$ cat config.mk
export PLATFORM = sky130hd
export DESIGN_NAME = match_sequencer
export DESIGN_NICKNAME = d
export VERILOG_FILES = /design/src/rtl/match_pkg.sv /design/src/rtl/tick_gen.sv /design/src/rtl/match_sequencer.sv
export SDC_FILE = /design/constraint.sdc
export NUM_CORES = 1
export LEC_CHECK = 0
export ABC_AREA = 1
export BUFFER_PORTS_ARGS = -buffer_cell sky130_fd_sc_hd__buf_4
export CAP_MARGIN = 20
export CORE_ASPECT_RATIO = 0.7
export CORE_MARGIN = 3
export CORE_UTILIZATION = 40
export CTS_BUF_LIST = sky130_fd_sc_hd__clkbuf_16
export CTS_CLUSTER_SIZE = 20
export DETAILED_ROUTE_END_ITERATION = 8
export HOLD_SLACK_MARGIN = 0.05
export PLACE_DENSITY = 0.65
export SLEW_MARGIN = 20
export SYNTH_ARGS = -nofsm -noshare
export SYNTH_HDL_FRONTEND = slang
export SYNTH_SLANG_ARGS = --single-unit
$ cat constraint.sdc
create_clock -name clk_25MHZ -period 2.8 [get_ports clk_25MHZ]
set_input_delay 0.7 -clock clk_25MHZ [delete_from_list [all_inputs] [get_ports clk_25MHZ]]
set_output_delay 0.7 -clock clk_25MHZ [all_outputs]
set_load 0.02 [all_outputs]
$ cat src/rtl/match_pkg.sv
// Shared types and helpers for the match sequencer: FSM states, link event codes, score width.
package match_pkg;

  localparam int SCORE_W = 8;

  typedef enum logic [2:0] {
    IDLE,
    COUNTDOWN,
    RALLY,
    HANDOFF,
    REMOTE,
    POINT,
    MATCH_OVER
  } state_t;

  localparam logic [1:0] EV_RETURN = 2'b01;
  localparam logic [1:0] EV_MISS   = 2'b10;

  // Scores stick at full scale instead of wrapping.
  function automatic logic [SCORE_W-1:0] sat_inc(input logic [SCORE_W-1:0] s);
    return (s == '1) ? s : s + 1'b1;
  endfunction

endpackage

$ cat src/rtl/tick_gen.sv
// Free-running divider producing a one-cycle tick every TICK_DIV cycles; clr holds the count at 0.
module tick_gen #(
  parameter int TICK_DIV = 25000000
) (
  input  logic clk_25MHZ,
  input  logic reset,
  input  logic clr,
  output logic tick
);

  localparam logic [24:0] LAST = 25'(TICK_DIV - 1);

  logic [24:0] cnt;

  assign tick = !clr && (cnt == LAST);

  always_ff @(posedge clk_25MHZ or posedge reset) begin
    if (reset) begin
      cnt <= '0;
    end else if (clr || cnt == LAST) begin
      cnt <= '0;
    end else begin
      cnt <= cnt + 25'd1;
    end
  end

endmodule

$ cat src/rtl/match_sequencer.sv
// Match-level controller for the two-board ping-pong game: countdown, serve, handoff, scoring.
// Define MATCH_DEUCE_EN to require a two-point lead at or beyond WIN_SCORE.
module match_sequencer
  import match_pkg::*;
#(
  parameter int TICK_DIV       = 25000000,
  parameter int COUNT_SECS     = 3,
  parameter int WIN_SCORE      = 5,
  parameter int REMOTE_TIMEOUT = 10
) (
  input  logic               clk_25MHZ,
  input  logic               reset,
  input  logic               start_btn,
  input  logic               local_miss,
  input  logic               ball_send_trigger,
  input  logic [7:0]         ball_vy,
  output logic               game_start,
  output logic               tx_valid,
  input  logic               tx_ready,
  output logic [7:0]         tx_vy,
  input  logic               rx_valid,
  input  logic [1:0]         rx_event,
  output logic [SCORE_W-1:0] local_score,
  output logic [SCORE_W-1:0] remote_score,
  output logic [1:0]         countdown_digit,
  output logic               match_over,
  output state_t             state_dbg
);

  localparam logic [1:0]         CD_LOAD = 2'(COUNT_SECS);
  localparam logic [7:0]         RT_LAST = 8'(REMOTE_TIMEOUT - 1);

  state_t     state;
  logic       trig_q;
  logic       tick;
  logic       tick_clr;
  logic       trig_edge;
  logic       rx_ret;
  logic       rx_miss;
  logic       win_now;
  logic [7:0] remote_ticks;

  // The divider only runs in the two timed states, so it is already at 0 on entry to either.
  assign tick_clr  = (state != COUNTDOWN) && (state != REMOTE);
  assign trig_edge = ball_send_trigger && !trig_q;
  assign rx_ret    = rx_valid && (rx_event == EV_RETURN);
  assign rx_miss   = rx_valid && (rx_event == EV_MISS);
  assign state_dbg = state;

`ifdef MATCH_DEUCE_EN
  localparam logic [SCORE_W:0] WIN9 = (SCORE_W+1)'(WIN_SCORE);
  logic [SCORE_W:0] l9;
  logic [SCORE_W:0] r9;
  assign l9      = {1'b0, local_score};
  assign r9      = {1'b0, remote_score};
  assign win_now = ((l9 >= WIN9) && (l9 >= r9 + 9'd2)) ||
                   ((r9 >= WIN9) && (r9 >= l9 + 9'd2));
`else
  localparam logic [SCORE_W-1:0] WIN8 = SCORE_W'(WIN_SCORE);
  assign win_now = (local_score == WIN8) || (remote_score == WIN8);
`endif

  tick_gen #(
    .TICK_DIV(TICK_DIV)
  ) u_tick (
    .clk_25MHZ(clk_25MHZ),
    .reset    (reset),
    .clr      (tick_clr),
    .tick     (tick)
  );

  // Link TX handshake: a transfer happens in each cycle where tx_valid && tx_ready; tx_valid and
  // tx_vy hold until then, and tx_ready may be high before tx_valid rises.
  always_ff @(posedge clk_25MHZ or posedge reset) begin
    if (reset) begin
      state           <= IDLE;
      trig_q          <= 1'b0;
      game_start      <= 1'b0;
      tx_valid        <= 1'b0;
      tx_vy           <= '0;
      local_score     <= '0;
      remote_score    <= '0;
      countdown_digit <= '0;
      match_over      <= 1'b0;
      remote_ticks    <= '0;
    end else begin
      trig_q     <= ball_send_trigger;
      game_start <= 1'b0;
      case (state)
        IDLE: begin
          if (start_btn) begin
            countdown_digit <= CD_LOAD;
            state           <= COUNTDOWN;
          end
        end
        COUNTDOWN: begin
          if (tick) begin
            if (countdown_digit <= 2'd1) begin
              countdown_digit <= '0;
              game_start      <= 1'b1;
              state           <= RALLY;
            end else begin
              countdown_digit <= countdown_digit - 2'd1;
            end
          end
        end
        RALLY: begin
          // A miss in the same cycle as a send edge means the ball never left.
          if (local_miss) begin
            remote_score <= sat_inc(remote_score);
            state        <= POINT;
          end else if (trig_edge) begin
            tx_vy    <= ball_vy;
            tx_valid <= 1'b1;
            state    <= HANDOFF;
          end
        end
        HANDOFF: begin
          if (tx_ready) begin
            tx_valid     <= 1'b0;
            remote_ticks <= '0;
            state        <= REMOTE;
          end
        end
        REMOTE: begin
          if (rx_ret) begin
            game_start <= 1'b1;
            state      <= RALLY;
          end else if (rx_miss) begin
            local_score <= sat_inc(local_score);
            state       <= POINT;
          end else if (tick) begin
            if (remote_ticks == RT_LAST) begin
              local_score <= sat_inc(local_score);
              state       <= POINT;
            end else begin
              remote_ticks <= remote_ticks + 8'd1;
            end
          end
        end
        POINT: begin
          if (win_now) begin
            match_over <= 1'b1;
            state      <= MATCH_OVER;
          end else begin
            countdown_digit <= CD_LOAD;
            state           <= COUNTDOWN;
          end
        end
        MATCH_OVER: begin
          if (start_btn) begin
            local_score     <= '0;
            remote_score    <= '0;
            match_over      <= 1'b0;
            countdown_digit <= CD_LOAD;
            state           <= COUNTDOWN;
          end
        end
        default: state <= IDLE;
      endcase
    end
  end

endmodule

==> results.yml, run 1 <==
outcome:
  status: "complete, no violations"
final_layout:
  syn2layout_area_growth_pct: 19.1
  nets: 567
  final_common_cell: "nand2_1"
  diodes: 0
  final_cell_mix: "106 x nand2_1, 72 x nor2_1, 66 x dfrtp_1"
  final-instance-count-excl-fill: 671
  layout-drive-gt1-share_pct: 21.4
sta:
  timing.setup.tns_ns: 0
  clock_skew_ns: 0.00692
  max_freq_mhz: 503
  rsz0062_at_grt: "false"
  finalCriticalPeriod_ns: 1.99
  setup_viol: 0
  finalCritPeriodShare_pct: 71.0
  slew_violations: 0
  tightest_slew_ns: 0.585
  hold_viol_final: 0
  relSlewSlack_pct: 61.0
clock_network:
  clockBufferDepth: 2
  cts_buffers: 9
  numClockSinks: 66
  ctsHoldBuffers: 0
  post_cts_buffers: 0
  cts_tree: "done"
  insertion_delay_ns: 0.33
  cts.htree.levels: 3
  cts_resized: 0
  path_clk_slew_ns: 0.05
  cts_root_buf: "clkbuf_16"
detailed_routing:
  vias_per_cell: 5.09
  antenna_left: 0
  vias: 3417
  drt_iter0_drc: 219
  wl_per_cell_microns: 13.3
  drtPass1Iterations: 5
  drc: 0
  routed_wl_microns: 8950
synthesis:
  synth_area_leaders: "dfrtp_1 43%, nand2_1 10%, nor2_1 7.0%"
  syn_inst: 490
  synth_top_area_cell: "dfrtp_1"
  async_reset_ff_share_pct: 100
  synth.top_cell.area_share_pct: 42.7
  yosys_warnings: 0
  synth-seq-cells: 66
  synth-seq-area-share_pct: 42.7
  avgSynthCellArea_sq_um: 7.89
  synthFlopType: "dfrtp_1"
  yosys.cell_types.count: 34
  synth_edf_count: 0
  netlist_area_sq_um: 3870
  synth_fp_nets: 514
grt:
  antenna_found_initial: 0
  grt_max_degree: 43
  gr-usage-all-layers_pct: 17.3
  grt_first_pass_wirelength_microns: 14800
  grt_pass1_vias: 3111
  grt.overflow.total: 0
setup_path:
  cp_cell_sequence: "ha_1, nand2_1, nor3_1, nand3_1, nand2_1, nor2_1, nand3_4, nand2_1, o21ai_2"
  cp.arrival_ns: 2.24
  path_max_fanout: 16
  critical_path_buf_inv_count: 0
  slowest_delay_ns: 0.47
  crit_top_cell: "nand2_1"
  startpoint_type: "flip-flop"
  critical_path_class: "flip-flop to flip-flop"
  cp_slowest_cell: "dfrtp_1"
  critPathRequiredTime_ns: 3.06
  endpoint_kind: "flip-flop"
  critPathTopFamily: "simple AND/OR/NAND/NOR gates"
pwr:
  design_power_total_mw: 4.05
  p_leak_nw: 2.15
  power_density_nw_per_um2: 880
  max-vdd-ir-drop_v: 0.000533
job:
  drv_cap: 0
placement:
  dp_hpwl_microns: 6610
  placed_cells: 656
  globalplace.congestion: 0.900
  port_buffers: 48
die:
  design.core.area_sq_um: 9220
  top_level_ports: 49
  start_util_pct: 41.9
  fp.dieH_microns: 88.3
  std_cell_rows: 29
  fp.dieW_microns: 124
  die_area_sq_um: 10900
min_path:
  hold_path_class: "input port to asynchronous set/reset pin"
[cell type report]
type | instances | area, sq um
Timing Repair Buffer | 50 | 388
Clock inverter | 6 | 26.3
Clock buffer | 9 | 225
Multi-Input combinational cell | 365 | 1970
Sequential cell | 66 | 1650
Inverter | 51 | 191
Tap cell | 124 | 155
Fill cell | 899 | 4610
[sequential cells by signal (all words and copies together) (netlist names)]
| signal | count |
|---|---|
| remote_ticks | 8 |
| countdown_digit | 2 |
| u_tick.cnt | 25 |
| match_over | 1 |
| tx_vy | 8 |
| state_dbg | 3 |
| game_start | 1 |
| trig_q | 1 |
| local_score | 8 |
| tx_valid | 1 |
| remote_score | 8 |
[cells in the mapped netlist, types with 3 or more instances]
library cell and instances:
xnor2_1 6, dfrtp_1 66, or2_2 13, buf_2 3
nand3_1 40, inv_1 50, o31ai_1 5, nand2_1 106
o21ai_0 13, nor3_1 17, nand3b_1 3, ha_1 7
mux2_2 8, nand2_2 6, nor3b_1 4, a21oi_1 6
xor2_1 11, nand4_1 15, o21ai_2 18, nor2_1 72
[where the power goes]
group	switching, mW	internal [mW]
sequential	0.279	1.17
clock	0.398	0.579
combinational	0.983	0.644
total	1.66	2.39
[worst paths after layout]
check | from | end | slack [ns] | cells after the start
setup / recovery | local_score[0]$_DFFE_PP0P_ | local_score[4]$_DFFE_PP0P_ | 0.81 | 9
hold / removal | reset | u_tick.cnt[1]$_DFF_PP0_ | 0.44 | 2
setup reg to reg | local_score[0]$_DFFE_PP0P_ | local_score[4]$_DFFE_PP0P_ | 0.81 | 9
hold reg to reg | tx_vy[1]$_DFFE_PP0P_ | tx_vy[1]$_DFFE_PP0P_ | 0.50 | 1
max in group asynchronous | reset | remote_ticks[4]$_DFFE_PP0P_ | 1.73 | 3
min in group clk_25MHZ | tx_vy[1]$_DFFE_PP0P_ | tx_vy[1]$_DFFE_PP0P_ | 0.50 | 1
[metal layers]
layer | global-route usage (%) | vias up | part of all wire [%]
met4 | 4.52 | 0 | 0.93
met1 | 26.0 | 1603 | 51
met2 | 24.1 | 96 | 42
met5 | 0 | - | 0
met3 | 5.24 | 10 | 6.2
li1 | - | 1708 | -
[through the flow]
stage	util (%)	hold WS [ns]	area [sq um]	worst slack (ns)
after floorplan	-	0.471	3870	0.445
after global placement	47.2	0.487	4350	0.867
after detailed placement	47.2	0.495	4350	0.827
after CTS	50.0	0.461	4600	0.828
after global routing	50.0	0.489	4600	0.591
final	50.0	0.441	4600	0.812
[cells by family (layout without fill, tap and decap cells)]
logic type,Yosys count,count (layout),synth area share (%)
buf+inv,59,116,6.41
xor+xnor,17,17,3.85
simple gates,283,283,33.4
mux,8,8,2.33
compound gates,50,50,9.03
flops,66,66,42.7
fa+ha+maj,7,7,2.27
(Power assumes the default switching activity.)
==> run 2, diff against run 1 <==
--- a/config.mk
+++ b/config.mk
@@ -15,7 +15,7 @@
 export CTS_CLUSTER_SIZE = 20
 export DETAILED_ROUTE_END_ITERATION = 8
 export HOLD_SLACK_MARGIN = 0.05
-export PLACE_DENSITY = 0.65
+export PLACE_DENSITY = 0.67
 export SLEW_MARGIN = 20
 export SYNTH_ARGS = -nofsm -noshare
 export SYNTH_HDL_FRONTEND = slang
==> constraint.sdc (replaced) <==
create_clock -name clk_25MHZ -period 1.79 [get_ports clk_25MHZ]
set_input_delay 0.4475 -clock clk_25MHZ [delete_from_list [all_inputs] [get_ports clk_25MHZ]]
set_output_delay 0.4475 -clock clk_25MHZ [all_outputs]
set_load 0.02 [all_outputs]
==> run 2 against run 1 <==
Combinational power is 97% higher. Setup slack worse by 0.69 ns. Die area stayed put. Clock power is 70% higher. Clock-buffer cell count stayed put. Highest routed layer unchanged.
==> results.yml, run 2 (synthesized netlist as in run 1, its figures left out) <==
outcome:
  status: "complete, no violations"
job:
  drv_cap: 0
sta:
  max_freq_mhz: 598
  hold_viol_final: 0
  setup_viol: 0
  relSlewSlack_pct: 75.7
  clock_skew_ns: 0.00467
  rsz0062_at_grt: "false"
  timing.setup.tns_ns: 0
  tightest_slew_ns: 0.363
  slew_violations: 0
  finalCritPeriodShare_pct: 93.5
  finalCriticalPeriod_ns: 1.67
pwr:
  power_density_nw_per_um2: 1410
  p_leak_nw: 2.35
  design_power_total_mw: 7.00
  max-vdd-ir-drop_v: 0.00102
final_layout:
  fill_cells: 870
  final-instance-count-excl-fill: 704
  seq_area_sq_um: 1650
  largest_reg_flops: 25
  syn2layout_area_growth_pct: 28.7
  regMostFlops: "u_tick.cnt"
  fin_util_pct: 54.0
  final_cell_mix: "101 x nand2_1, 78 x buf_4, 68 x nor2_1"
  final_common_cell: "nand2_1"
  layout-drive-gt1-share_pct: 27.8
  nets: 599
  diodes: 0
  multi_input_area_sq_um: 2050
detailed_routing:
  wl_met1_microns: 4740
  drc: 0
  vias_per_cell: 5.05
  topRoutingLayerUsed: "met4"
  drt_iter0_drc: 281
  drtPass1Iterations: 5
  vias: 3558
  routed-wl-met3_microns: 660
  antenna_left: 0
  wl_met2_microns: 3980
  wl_per_cell_microns: 13.4
  routed_wl_microns: 9430
grt:
  gr-usage-all-layers_pct: 18.0
  grt.overflow.total: 0
  antenna_found_initial: 0
  grt_pass1_vias: 3230
  grt_max_degree: 67
  grt_first_pass_wirelength_microns: 15500
placement:
  dp_hpwl_microns: 6870
  placed_cells: 684
  globalplace.congestion: 0.885
  port_buffers: 48
setup_path:
  critPathRequiredTime_ns: 2.06
  crit_top_cell: "nand2_1"
  critical_path_class: "flip-flop to flip-flop"
  cp.arrival_ns: 1.94
  endpoint_kind: "flip-flop"
  slowest_delay_ns: 0.39
  startpoint_type: "flip-flop"
  cp_cell_sequence: "ha_4, nand3_2, inv_2, nand2_1, nor2_2, nand2_4, nand2_2, nand2_1, nor2_4, buf_4, nand3_1, nand2_1"
  path_max_fanout: 5
  cp_slowest_cell: "dfrtp_1"
die:
  top_level_ports: 49
  start_util_pct: 41.9
  fp.dieW_microns: 124
  design.core.area_sq_um: 9220
  std_cell_rows: 29
  fp.dieH_microns: 88.3
  die_area_sq_um: 10900
clock_network:
  numClockSinks: 66
  clockBufferDepth: 2
  ctsHoldBuffers: 0
  cts_buffers: 9
  cts_tree: "done"
  path_clk_slew_ns: 0.05
  cts.htree.levels: 3
  cts_root_buf: "clkbuf_16"
  insertion_delay_ns: 0.33
min_path:
  hold_path_class: "input port to asynchronous set/reset pin"
run 2: cell count changes in the layout (fill, tap and decap cells not counted), moves of 3 or more:
| cell | change |
|---|---|
| buf_4 | +29 |
| nand2_1 | -5 |
| nand2_4 | +3 |
| nor2_1 | -4 |
run 2: repair_timing:
item                                    4_1_cts  5_1_grt
buffers inserted                              0        3
gates resized for setup                       0       20
endpoints found under the setup margin        0       28
run 2: worst paths after layout:
| kind | startpoint | end | slack (ns) | cells past startpoint |
|---|---|---|---|---|
| worst max-delay path | u_tick.cnt[0]$_DFF_PP0_ | state_dbg[0]$_DFFE_PP0P_ | 0.12 | 12 |
| worst min-delay path | reset | local_score[0]$_DFFE_PP0P_ | 0.21 | 3 |
| worst max register to register | u_tick.cnt[0]$_DFF_PP0_ | state_dbg[0]$_DFFE_PP0P_ | 0.12 | 12 |
| worst min register to register | tx_vy[7]$_DFFE_PP0P_ | tx_vy[7]$_DFFE_PP0P_ | 0.50 | 1 |
| max in group asynchronous | reset | u_tick.cnt[12]$_DFF_PP0_ | 1.26 | 3 |
| min in group clk_25MHZ | ball_send_trigger | trig_q$_DFF_PP0_ | 0.27 | 1 |
run 2: per-layer routing:
| metal | vias up | global-route usage, % |
|---|---|---|
| met4 | 0 | 4.22 |
| met2 | 118 | 26.7 |
| met1 | 1659 | 26.3 |
| li1 | 1776 | - |
| met3 | 5 | 4.86 |
| met5 | - | 0 |
run 2: power by group:
group / switching [mW] / internal (mW) / total [mW] / leakage (nW)
clock: 0.609 / 1.05 / 1.66 / 0.148
sequential: 0.302 / 1.83 / 2.13 / 0.882
combinational: 1.83 / 1.37 / 3.21 / 1.32
total: 2.74 / 4.25 / 7.00 / 2.35
run 2: layout make-up:
class                           count  area share (%)
Clock buffer                        9            4.52
Clock inverter                      7            1.08
Inverter                           51            3.92
Multi-Input combinational cell    366            41.2
Sequential cell                    66            33.2
Tap cell                          124            3.12
Timing Repair Buffer               81            13.0
run 2: metrics by stage:
| stage | hold slack (ns) | worst slack [ns] | instance area, sq um |
|---|---|---|---|
| floorplan | 0.471 | 0.100 | 3870 |
| global route | 0.244 | 0.00142 | 4980 |
| CTS | 0.223 | 0.0320 | 4870 |
| finish | 0.209 | 0.117 | 4980 |
| global placement | 0.488 | 0.101 | 4590 |
| detailed placement | 0.495 | 0.0424 | 4590 |
run 2: worst max-delay path, delay by kind of cell (launching register included):
kind	cells	cell delay [ns]
buffers and inverters	2	0.20
adder cells (fa/ha/maj)	1	0.16
AND/OR/NAND/NOR	9	0.85
flip-flops	1	0.39
